==> config.mk <==
export PLATFORM = sky130hd
export DESIGN_NAME = spi_frame_master
export DESIGN_NICKNAME = d
export VERILOG_FILES = /design/src/rtl/spi_frame_master.sv
export SDC_FILE = /design/constraint.sdc
export NUM_CORES = 1
export LEC_CHECK = 0
export ABC_AREA = 1
export BUFFER_PORTS_ARGS = -buffer_cell sky130_fd_sc_hd__buf_2
export CAP_MARGIN = 15
export CELL_PAD_IN_SITES_DETAIL_PLACEMENT = 1
export CELL_PAD_IN_SITES_GLOBAL_PLACEMENT = 2
export CORE_MARGIN = 2
export CORE_UTILIZATION = 30
export DETAILED_ROUTE_END_ITERATION = 10
export PLACE_DENSITY_LB_ADDON = 0.15
export SLEW_MARGIN = 20
export SYNTH_ARGS = -nofsm -noshare
export SYNTH_HDL_FRONTEND = slang
export SYNTH_SLANG_ARGS = --single-unit
==> constraint.sdc <==
create_clock -name clk -period 2.33 [get_ports clk]
set_clock_uncertainty 0.2 [all_clocks]
set_input_delay 0.233 -clock clk [delete_from_list [all_inputs] [get_ports clk]]
set_output_delay 0.233 -clock clk [all_outputs]
set_load 0.03 [all_outputs]
==> src/rtl/spi_frame_master.sv <==
// SPI master emitting a register-bus frame: header {addr,RnW} then N data words.
// Define SPI_FRAME_BYTESWAP_EN to send/receive words low byte first.
module spi_frame_master #(
  parameter int DATA_W  = 16,
  parameter int ADDR_W  = 15,
  parameter int CNT_W   = 5,
  parameter int HALF    = 2,
  parameter int SS_LEAD = 4,
  parameter int GAP     = 4,
  parameter int SS_LAG  = 8,
  parameter int SS_IDLE = 8
) (
  input  logic              clk,
  input  logic              resetn,
  input  logic              cmd_valid,
  output logic              cmd_ready,
  input  logic [ADDR_W-1:0] cmd_addr,
  input  logic              cmd_rnw,
  input  logic [CNT_W-1:0]  cmd_count,
  input  logic [DATA_W-1:0] wr_data,
  input  logic              wr_valid,
  output logic              wr_ready,
  output logic [DATA_W-1:0] rd_data,
  output logic              rd_valid,
  output logic              busy,
  output logic              spi_ss,
  output logic              spi_sck,
  output logic              spi_mosi,
  input  logic              spi_miso
);

  localparam int TW = 8;
  localparam int BW = $clog2(DATA_W);

  typedef enum logic [2:0] {
    S_IDLE, S_LEAD, S_HDR, S_GAP, S_DATA, S_LAG, S_RECOV
  } state_t;

  function automatic logic [DATA_W-1:0] swp(input logic [DATA_W-1:0] w);
`ifdef SPI_FRAME_BYTESWAP_EN
    swp = {w[7:0], w[DATA_W-1:8]};
`else
    swp = w;
`endif
  endfunction

  state_t            state;
  logic [TW-1:0]     tmr;
  logic [BW-1:0]     bcnt;
  logic [CNT_W-1:0]  wcnt;
  logic              rnw;
  logic [DATA_W-1:0] tx;
  logic [DATA_W-2:0] rx;
  logic [DATA_W-1:0] hdr_sw;
  logic [DATA_W-1:0] wr_sw;
  logic              last_word;

  assign hdr_sw = swp({cmd_addr, cmd_rnw});
  assign wr_sw  = swp(wr_data);
  assign last_word = (state == S_HDR) ? (wcnt == '0)
                                      : (wcnt == CNT_W'(1));

  always_ff @(posedge clk) begin
    if (!resetn) begin
      state     <= S_IDLE;
      tmr       <= TW'(SS_IDLE - 1);
      bcnt      <= '0;
      wcnt      <= '0;
      rnw       <= 1'b0;
      tx        <= '0;
      rx        <= '0;
      cmd_ready <= 1'b0;
      wr_ready  <= 1'b0;
      rd_valid  <= 1'b0;
      rd_data   <= '0;
      busy      <= 1'b0;
      spi_ss    <= 1'b1;
      spi_sck   <= 1'b1;
      spi_mosi  <= 1'b0;
    end else begin
      wr_ready <= 1'b0;
      rd_valid <= 1'b0;
      unique case (state)
        S_IDLE: begin
          if (cmd_ready) begin
            if (cmd_valid) begin
              cmd_ready <= 1'b0;
              busy      <= 1'b1;
              spi_ss    <= 1'b0;
              rnw       <= cmd_rnw;
              wcnt      <= cmd_count;
              tx        <= hdr_sw;
              tmr       <= TW'(SS_LEAD - 1);
              state     <= S_LEAD;
            end
          end else if (tmr == '0) begin
            cmd_ready <= 1'b1;
          end else begin
            tmr <= tmr - 1'b1;
          end
        end
        S_LEAD: begin
          if (tmr == '0) begin
            spi_sck  <= 1'b0;
            spi_mosi <= tx[DATA_W-1];
            tx       <= {tx[DATA_W-2:0], 1'b0};
            bcnt     <= '0;
            tmr      <= TW'(HALF - 1);
            state    <= S_HDR;
          end else begin
            tmr <= tmr - 1'b1;
          end
        end
        S_HDR, S_DATA: begin
          if (tmr != '0) begin
            tmr <= tmr - 1'b1;
          end else if (!spi_sck) begin
            spi_sck <= 1'b1;
            tmr     <= TW'(HALF - 1);
            rx      <= {rx[DATA_W-3:0], spi_miso};
            if (state == S_DATA && rnw && bcnt == BW'(DATA_W - 1)) begin
              rd_valid <= 1'b1;
              rd_data  <= swp({rx, spi_miso});
            end
          end else if (bcnt != BW'(DATA_W - 1)) begin
            spi_sck  <= 1'b0;
            spi_mosi <= tx[DATA_W-1];
            tx       <= {tx[DATA_W-2:0], 1'b0};
            bcnt     <= bcnt + 1'b1;
            tmr      <= TW'(HALF - 1);
          end else begin
            if (state == S_DATA) wcnt <= wcnt - 1'b1;
            if (last_word) begin
              tmr   <= TW'(SS_LAG - 1);
              state <= S_LAG;
            end else begin
              tmr   <= TW'(GAP - 1);
              state <= S_GAP;
            end
          end
        end
        S_GAP: begin
          // a write with no word available parks here with SCK high
          if (tmr != '0) begin
            tmr <= tmr - 1'b1;
          end else if (rnw || wr_valid) begin
            spi_sck  <= 1'b0;
            spi_mosi <= rnw ? 1'b0 : wr_sw[DATA_W-1];
            tx       <= rnw ? '0 : {wr_sw[DATA_W-2:0], 1'b0};
            wr_ready <= !rnw;
            bcnt     <= '0;
            tmr      <= TW'(HALF - 1);
            state    <= S_DATA;
          end
        end
        S_LAG: begin
          if (tmr == '0) begin
            spi_ss   <= 1'b1;
            spi_mosi <= 1'b0;
            tmr      <= TW'(SS_IDLE - 1);
            state    <= S_RECOV;
          end else begin
            tmr <= tmr - 1'b1;
          end
        end
        S_RECOV: begin
          if (tmr == '0) begin
            busy      <= 1'b0;
            cmd_ready <= 1'b1;
            state     <= S_IDLE;
          end else begin
            tmr <= tmr - 1'b1;
          end
        end
        default: state <= S_IDLE;
      endcase
    end
  end

endmodule

==> impl_results.md, run 1 <==
- Status: complete, no violations
- Pint: 3.16 mW
- DRT Wirelength: 11.3 mm
- DRT iter0 DRCs: 139
- N_diodes: 0
- Fmax: 0.465 GHz
- Placer Congestion: 0.796
- Clock latency on the worst-skew pair: 0.34 ns
- Worst path required time: 2.41 ns
- Critical-path maximum fanout: 6
- First-pass GRT wire length: 18.7 mm
- Pre-Repair DR Iteration Count: 4
- Worst hold path class: in -> reg
- Synth Warn #: 0
- Peak supply drop: 0.310 mV
- Vias after detailed routing: 3812
- Area grow syn2layout: 23.5%
- Post-Route Utilization: 37.7%
- Switch share: 38.6%
- Setup WS post-layout: 0.177 ns
- Top Layer Used: met4
- Total grt overflow: 0
- Largest net degree at the start of global routing: 25
- RSZ-0062 raised after global routing: true
- Initial core utilization: 30.5%
- Metal-1 WL: 5.79 mm
- Crit share post-route: 92.4%
- P_leak: 2.28 nW
- DR WL met3: 322 um
- Hold Vio Cnt, Final: 0
- R2R Setup Slk: 0.18 ns
- Finished Layout Cells: 824
- Max Slew Vio Count: 0
- Cell variety after synth: 28
- Crit Path Category: reg -> reg
- Die X: 117 um
- H-tree depth: 3
- Final setup vio count: 0
- Sequential fraction of the synthesis area: 39.4%
- Worst Tran Pin Value: 0.620 ns
- Die footprint: 13600 sq um
- Placed Area: 4350 sq um
- Yosys reg bits: 75
- Mapped Cells: 578
- Root Driver: clkbuf_16
- Vias per cell: 4.63
- Met2 WL: 4.95 mm
- Routed Antenna Nets: 0
- Slew margin rel.: 58.4%
- Worst hold path stage count: 3
- Hold Startpoint: cmd_rnw
- NumNets Final: 696
- Worst reg2reg endpoint: state[1]
- Clk sink count: 75
- Hpwl dp: 8.28 mm
- Post-Synthesis Net Count: 627
- Vias in the first global route: 3806
- # DRC: 0
- Clk buf depth: 2
- Post-synth top area share: 39.4%
- Reg clk slew, reported paths: 0.06 ns
- Io pins: 65
- Clock share of power: 30.6%
- Initial antenna violation count: 0
- R2R Path Start: tmr[1]
- Layout cells sized above 1: 18.4%
- DR WL/cell: 13.7 um
- Setup bufs post-CTS: 0
- Chip height: 117 um
- Critical path launch point type: register
- Final instance area: 4710 sq um
- Placed cell count: 806
- Core box area: 12500 sq um
- Post-Syn Area: 3810 sq um
- Worst reg2reg path depth: 12
- PwrDens: 1090 nW/um^2
- Total GRT Usage: 17.6%
- Largest cells by area after synthesis: dfxtp_1, nand2_1, nor2_1, a21oi_1, nand3_1
- Flop pwr share: 31.1%
- Net Switching: 1.99 mW
- Pre-CTS WS: 0.0638 ns
- Avg Inst Size Synth: 6.60 sq um
- Hold Worst Slack: 0.0132 ns
- Crit end category: register
- TritonCTS clock tree: yes
- CP arrival: 2.23 ns
- Hold Crit Endpoint: rnw
- Final Critical Period: 2.15 ns
- Max-Cap Viols: 0
- Yosys top cell by area: dfxtp_1
- FP Rows: 41
- Comb pwr share: 38.2%
- Num CTS Buffers: 9
- IO Port Bufs: 64
[layout make-up]
| cell class | count | area, sq um |
|---|---|---|
| clock inverter | 3 | 68.8 |
| timing repair buffer | 81 | 453 |
| fill | 1668 | 7800 |
| clock buffer | 13 | 270 |
| inverter | 51 | 191 |
| multi-input combinational | 429 | 2010 |
| sequential | 75 | 1500 |
| tap | 172 | 215 |
[logic make-up (layout without fill, tap and decap cells)]
kind of cell,Yosys count,after routing,synth area share (%)
and+or+nand+nor,313,313,34.3
AOI/OAI and AO/OA,105,105,15.1
DFF,75,75,39.4
buffers and inverters,74,148,8.04
adders and majority gates,7,7,2.30
xor gates and xnor gates,4,4,0.918
[cell usage after synthesis, drive strengths merged]
| library cell | instances |
|---|---|
| buf | 17 |
| nor2 | 110 |
| a21oi | 50 |
| dfxtp | 75 |
| nand3 | 47 |
| o211ai | 2 |
| o311ai | 1 |
| nand4 | 3 |
| ha | 7 |
| inv | 50 |
| or2 | 1 |
| a211oi | 8 |
| nor3 | 7 |
| o22ai | 1 |
| nand2 | 145 |
| clkinv | 1 |
| o21ai | 43 |
| clkbuf | 6 |
| xor2 | 4 |
[layout by cell type (no fill, tap or decap), types with 4 or more instances in the layout]
master,Yosys,layout
clkbuf_16,0,9
ha_1,7,7
nor3_1,7,7
o21ai_0,40,39
buf_2,11,64
a21oi_1,50,50
a211oi_1,8,8
inv_1,46,46
dfxtp_1,75,74
nor2_2,4,5
buf_4,0,15
xor2_1,4,4
nand3_1,45,45
nand2_2,6,7
nand2_1,139,138
inv_2,4,4
nor2_1,103,102
[worst max-delay path by stage]
| stage | startpoint | endpoint |
|---|---|---|
| final | tmr[1] | state[1] |
| after floorplan | cmd_ready | tx[10] |
| after CTS | tmr[1] | state[1] |
| after detailed placement | tmr[1] | state[1] |
| after global placement | tmr[1] | state[0] |
| after global routing | tmr[1] | state[2] |
[per-stage QoR]
step	power, mW	setup TNS, ns
finish	5.15	0
global route	5.59	-0.0733
CTS	5.22	0
detailed placement	3.61	0
global placement	3.57	0
floorplan	3.07	0
[flip-flops by register name, indices dropped and copies added, names as in the netlist]
name	count
rd_data	16
bcnt	4
wr_ready	1
wcnt	5
spi_ss	1
rd_valid	1
tmr	8
spi_mosi	1
rx	15
tx	16
busy	1
rnw	1
state	3
cmd_ready	1
spi_sck	1
[timing repair]
action	in CTS	in global routing
endpoints found under the hold margin	3	0
resized for setup	0	4
hold buffers	2	0
setup endpoints to repair	0	8
[power groups by stage]
stage	logic [mW]	registers, mW	clock network [mW]
after global placement	1.95	1.62	0
final	1.97	1.60	1.58
after CTS	2.00	1.60	1.62
after global routing	2.28	1.63	1.68
after floorplan	1.45	1.62	0
after detailed placement	1.98	1.63	0
[routing by layer]
| layer | global-route usage, % | vias up |
|---|---|---|
| li1 | - | 2001 |
| met1 | 24.3 | 1749 |
| met2 | 27.6 | 48 |
| met3 | 2.59 | 14 |
| met4 | 6.98 | 0 |
| met5 | 0 | - |
[worst max-delay path: stages (launching register included)]
cell and delay (ns):
dfxtp_1 0.33, inv_1 0.10, ha_1 0.15, nand2_1 0.07
inv_1 0.06, nand2_1 0.18, nand2_1 0.18, nand2_1 0.10
nor2_1 0.19, nand3_1 0.24, nand2_1 0.14, nand2_1 0.06
nor2_1 0.09
Power figures use the tool's default switching activity.
==> run 2, diff against run 1 <==
==> constraint.sdc (replaced) <==
create_clock -name clk -period 2.27 [get_ports clk]
set_clock_uncertainty 0.2 [all_clocks]
set_input_delay 0.227 -clock clk [delete_from_list [all_inputs] [get_ports clk]]
set_output_delay 0.227 -clock clk [all_outputs]
set_load 0.03 [all_outputs]
==> run 2 against run 1 <==
Net effect: power up 3.3%; combinational power rose by 7%; sequential cell count did not move; design area is 0.77% higher; clock power about the same; sequential power up 2%; fmax is 3.6% higher; sequential share of layout area decreased by 0.22 points; die area did not move; first-iteration DRC count fell by 7.2%.
==> impl_results.md, run 2 (synthesis results as in run 1) <==
- Hold Vio Cnt, Final: 0 (unchanged)
- DR WL/cell: 13.7 um (-0.18%)
- Worst Path Buf+Inv: 2 (unchanged)
- Final setup vio count: 0 (unchanged)
- Final instance area: 4750 sq um (+0.77%)
- Placed Area: 4380 sq um (+0.75%)
- Routed Antenna Nets: 0 (unchanged)
- Root Driver: clkbuf_16
- Max-Cap Viols: 0 (unchanged)
- RSZ-0062 raised after global routing: true
- Initial core utilization: 30.5% (unchanged)
- Setup bufs post-CTS: 0 (unchanged)
- Clk sink count: 75 (unchanged)
- Placed cell count: 807 (+0.12%)
- Worst Tran Pin Value: 0.605 ns (-0.0152 ns)
- Die X: 117 um (unchanged)
- Finished Layout Cells: 825 (+0.12%)
- Reg clk slew, reported paths: 0.06 ns (about the same)
- Crit path cell chain: inv_1 > ha_1 > nand2_1 > nor2_4 > buf_4 > nor2_1 > a21oi_1 > nand3_1 > nor2_1 > nor2_1
- Net Switching: 2.06 mW (+3.4%)
- Vias after detailed routing: 3852 (+1.0%)
- Pint: 3.26 mW (+3.2%)
- Max Slew Vio Count: 0 (unchanged)
- DRT iter0 DRCs: 129 (-7.2%)
- PwrDens: 1120 nW/um^2 (+2.5%)
- Status: complete, no violations
- Core box area: 12500 sq um (unchanged)
- NumNets Final: 697 (+0.14%)
- FP Rows: 41 (unchanged)
- Critical path launch point type: register
- Chip height: 117 um (unchanged)
- IO Port Bufs: 64 (unchanged)
- # DRC: 0 (unchanged)
- Pre-Repair DR Iteration Count: 4 (unchanged)
- Commonest non-fill, non-tap cells in the layout: nand2_1, nor2_1, dfxtp_1
- Comb pwr share: 39.4% (+1.2 points)
- Largest net degree at the start of global routing: 25 (unchanged)
- Layout cells sized above 1: 18.8% (+0.43 points)
- Critical-path maximum fanout: 8 (+2)
- Fmax: 0.481 GHz (+3.6%)
- Clk buf depth: 2 (unchanged)
- Clock share of power: 29.7% (-0.9 points)
- Io pins: 65 (unchanged)
- Placer Congestion: 0.790 (-0.74%)
- Hold Startpoint: cmd_rnw
- Total grt overflow: 0 (unchanged)
- Vias in the first global route: 3873 (+1.8%)
- Worst path required time: 2.30 ns (-0.11 ns)
- Peak supply drop: 0.429 mV (+39%)
- Worst Setup SP: tmr[1]
- Crit end category: register
- Hold Worst Slack: 0.0181 ns (+0.00488 ns)
- CP top delay family: simple AND/OR/NAND/NOR gates
- Total GRT Usage: 17.8% (+0.23 points)
- Area grow syn2layout: 24.5%
- CP arrival: 2.11 ns (-0.12 ns)
- Final Critical Period: 2.08 ns (-0.0758 ns)
- Hpwl dp: 8.39 mm (+1.3%)
- Slew margin rel.: 59.4% (+1.0 points)
- N_diodes: 0 (unchanged)
- Slowest CP cell: dfxtp_1
- Flop pwr share: 30.9% (-0.2 points)
- Vias per cell: 4.67 (+0.93%)
- Crit Path Category: reg -> reg
- Worst hold path class: in -> reg
- H-tree depth: 3 (unchanged)
- Initial antenna violation count: 0 (unchanged)
- Num CTS Buffers: 9 (unchanged)
- First-pass GRT wire length: 19.0 mm (+1.5%)
- Switch share: 38.7% (+0.052 points)
- Most frequent cell on the critical path: nor2_1
- Clock latency on the worst-skew pair: 0.33 ns (about the same)
- R2R Path Start: tmr[1]
- Die footprint: 13600 sq um (unchanged)
- Regs by FF count: rd_data x16, tx x16, rx x15
- CP max stage delay: 0.34 ns (about the same)
- P_leak: 2.29 nW (+0.38%)
- Post-Route Utilization: 37.9% (+0.29 points)
- TritonCTS clock tree: yes
- Most common cell after layout, fill and taps aside: nand2_1
- DRT Wirelength: 11.3 mm (about the same)
- Crit share post-route: 91.5% (-0.90 points)
==> run 2: cell types whose count changed in the layout (fill, tap and decap cells not counted), sizes merged <==
cell	before	now
inv	50	51
buf	79	80
clkinv	2	1
==> run 2: per-stage QoR <==
step	worst slack, ns	TNS, ns	power [mW]
6_report	0.193	0	5.32
5_1_grt	-0.0502	-0.142	5.79
4_1_cts	0.0941	0	5.39
3_5_place_dp	0.0102	0	3.76
3_3_place_gp	-0.00621	-0.00722	3.71
2_1_floorplan	0.325	0	3.15
==> run 2: final cells by class <==
class | instances | area (sq um)
Clock buffer | 13 | 260
Clock inverter | 3 | 68.8
Fill cell | 1656 | 7770
Inverter | 51 | 191
Multi-Input combinational cell | 429 | 2020
Sequential cell | 75 | 1500
Tap cell | 172 | 215
Timing Repair Buffer | 82 | 485
==> run 2: timing repair <==
item	in CTS	in global routing
endpoints found under the hold margin	3	0
hold buffers	2	0
endpoints found under the setup margin	2	28
gates resized for setup	1	8
==> run 2: worst paths after layout <==
| path | endpoint | slack, ns | depth (start not counted) |
|---|---|---|---|
| worst min-delay path | tx[0] | 0.02 | 3 |
| worst min register to register | busy | 0.27 | 2 |
| worst max register to register | state[2] | 0.19 | 10 |
| worst max-delay path | state[2] | 0.19 | 10 |
==> run 2: metal layers <==
layer  share of wire (%)  track usage (%)
met5                   0                0
met1                  50             24.0
met2                  45             28.7
met4                 1.6             6.75
met3                 3.3             2.85
==> run 2: tightest hold or removal path: stages <==
cell     delay, ns
buf_2         0.10
nand4_1       0.11
a21oi_1       0.07
==> run 2: power groups by stage <==
stage	Sequential, mW	Clock [mW]	Combinational (mW)
5_1_grt	1.67	1.70	2.42
2_1_floorplan	1.66	0	1.49
6_report	1.64	1.58	2.10
3_5_place_dp	1.67	0	2.10
4_1_cts	1.64	1.63	2.11
3_3_place_gp	1.66	0	2.06
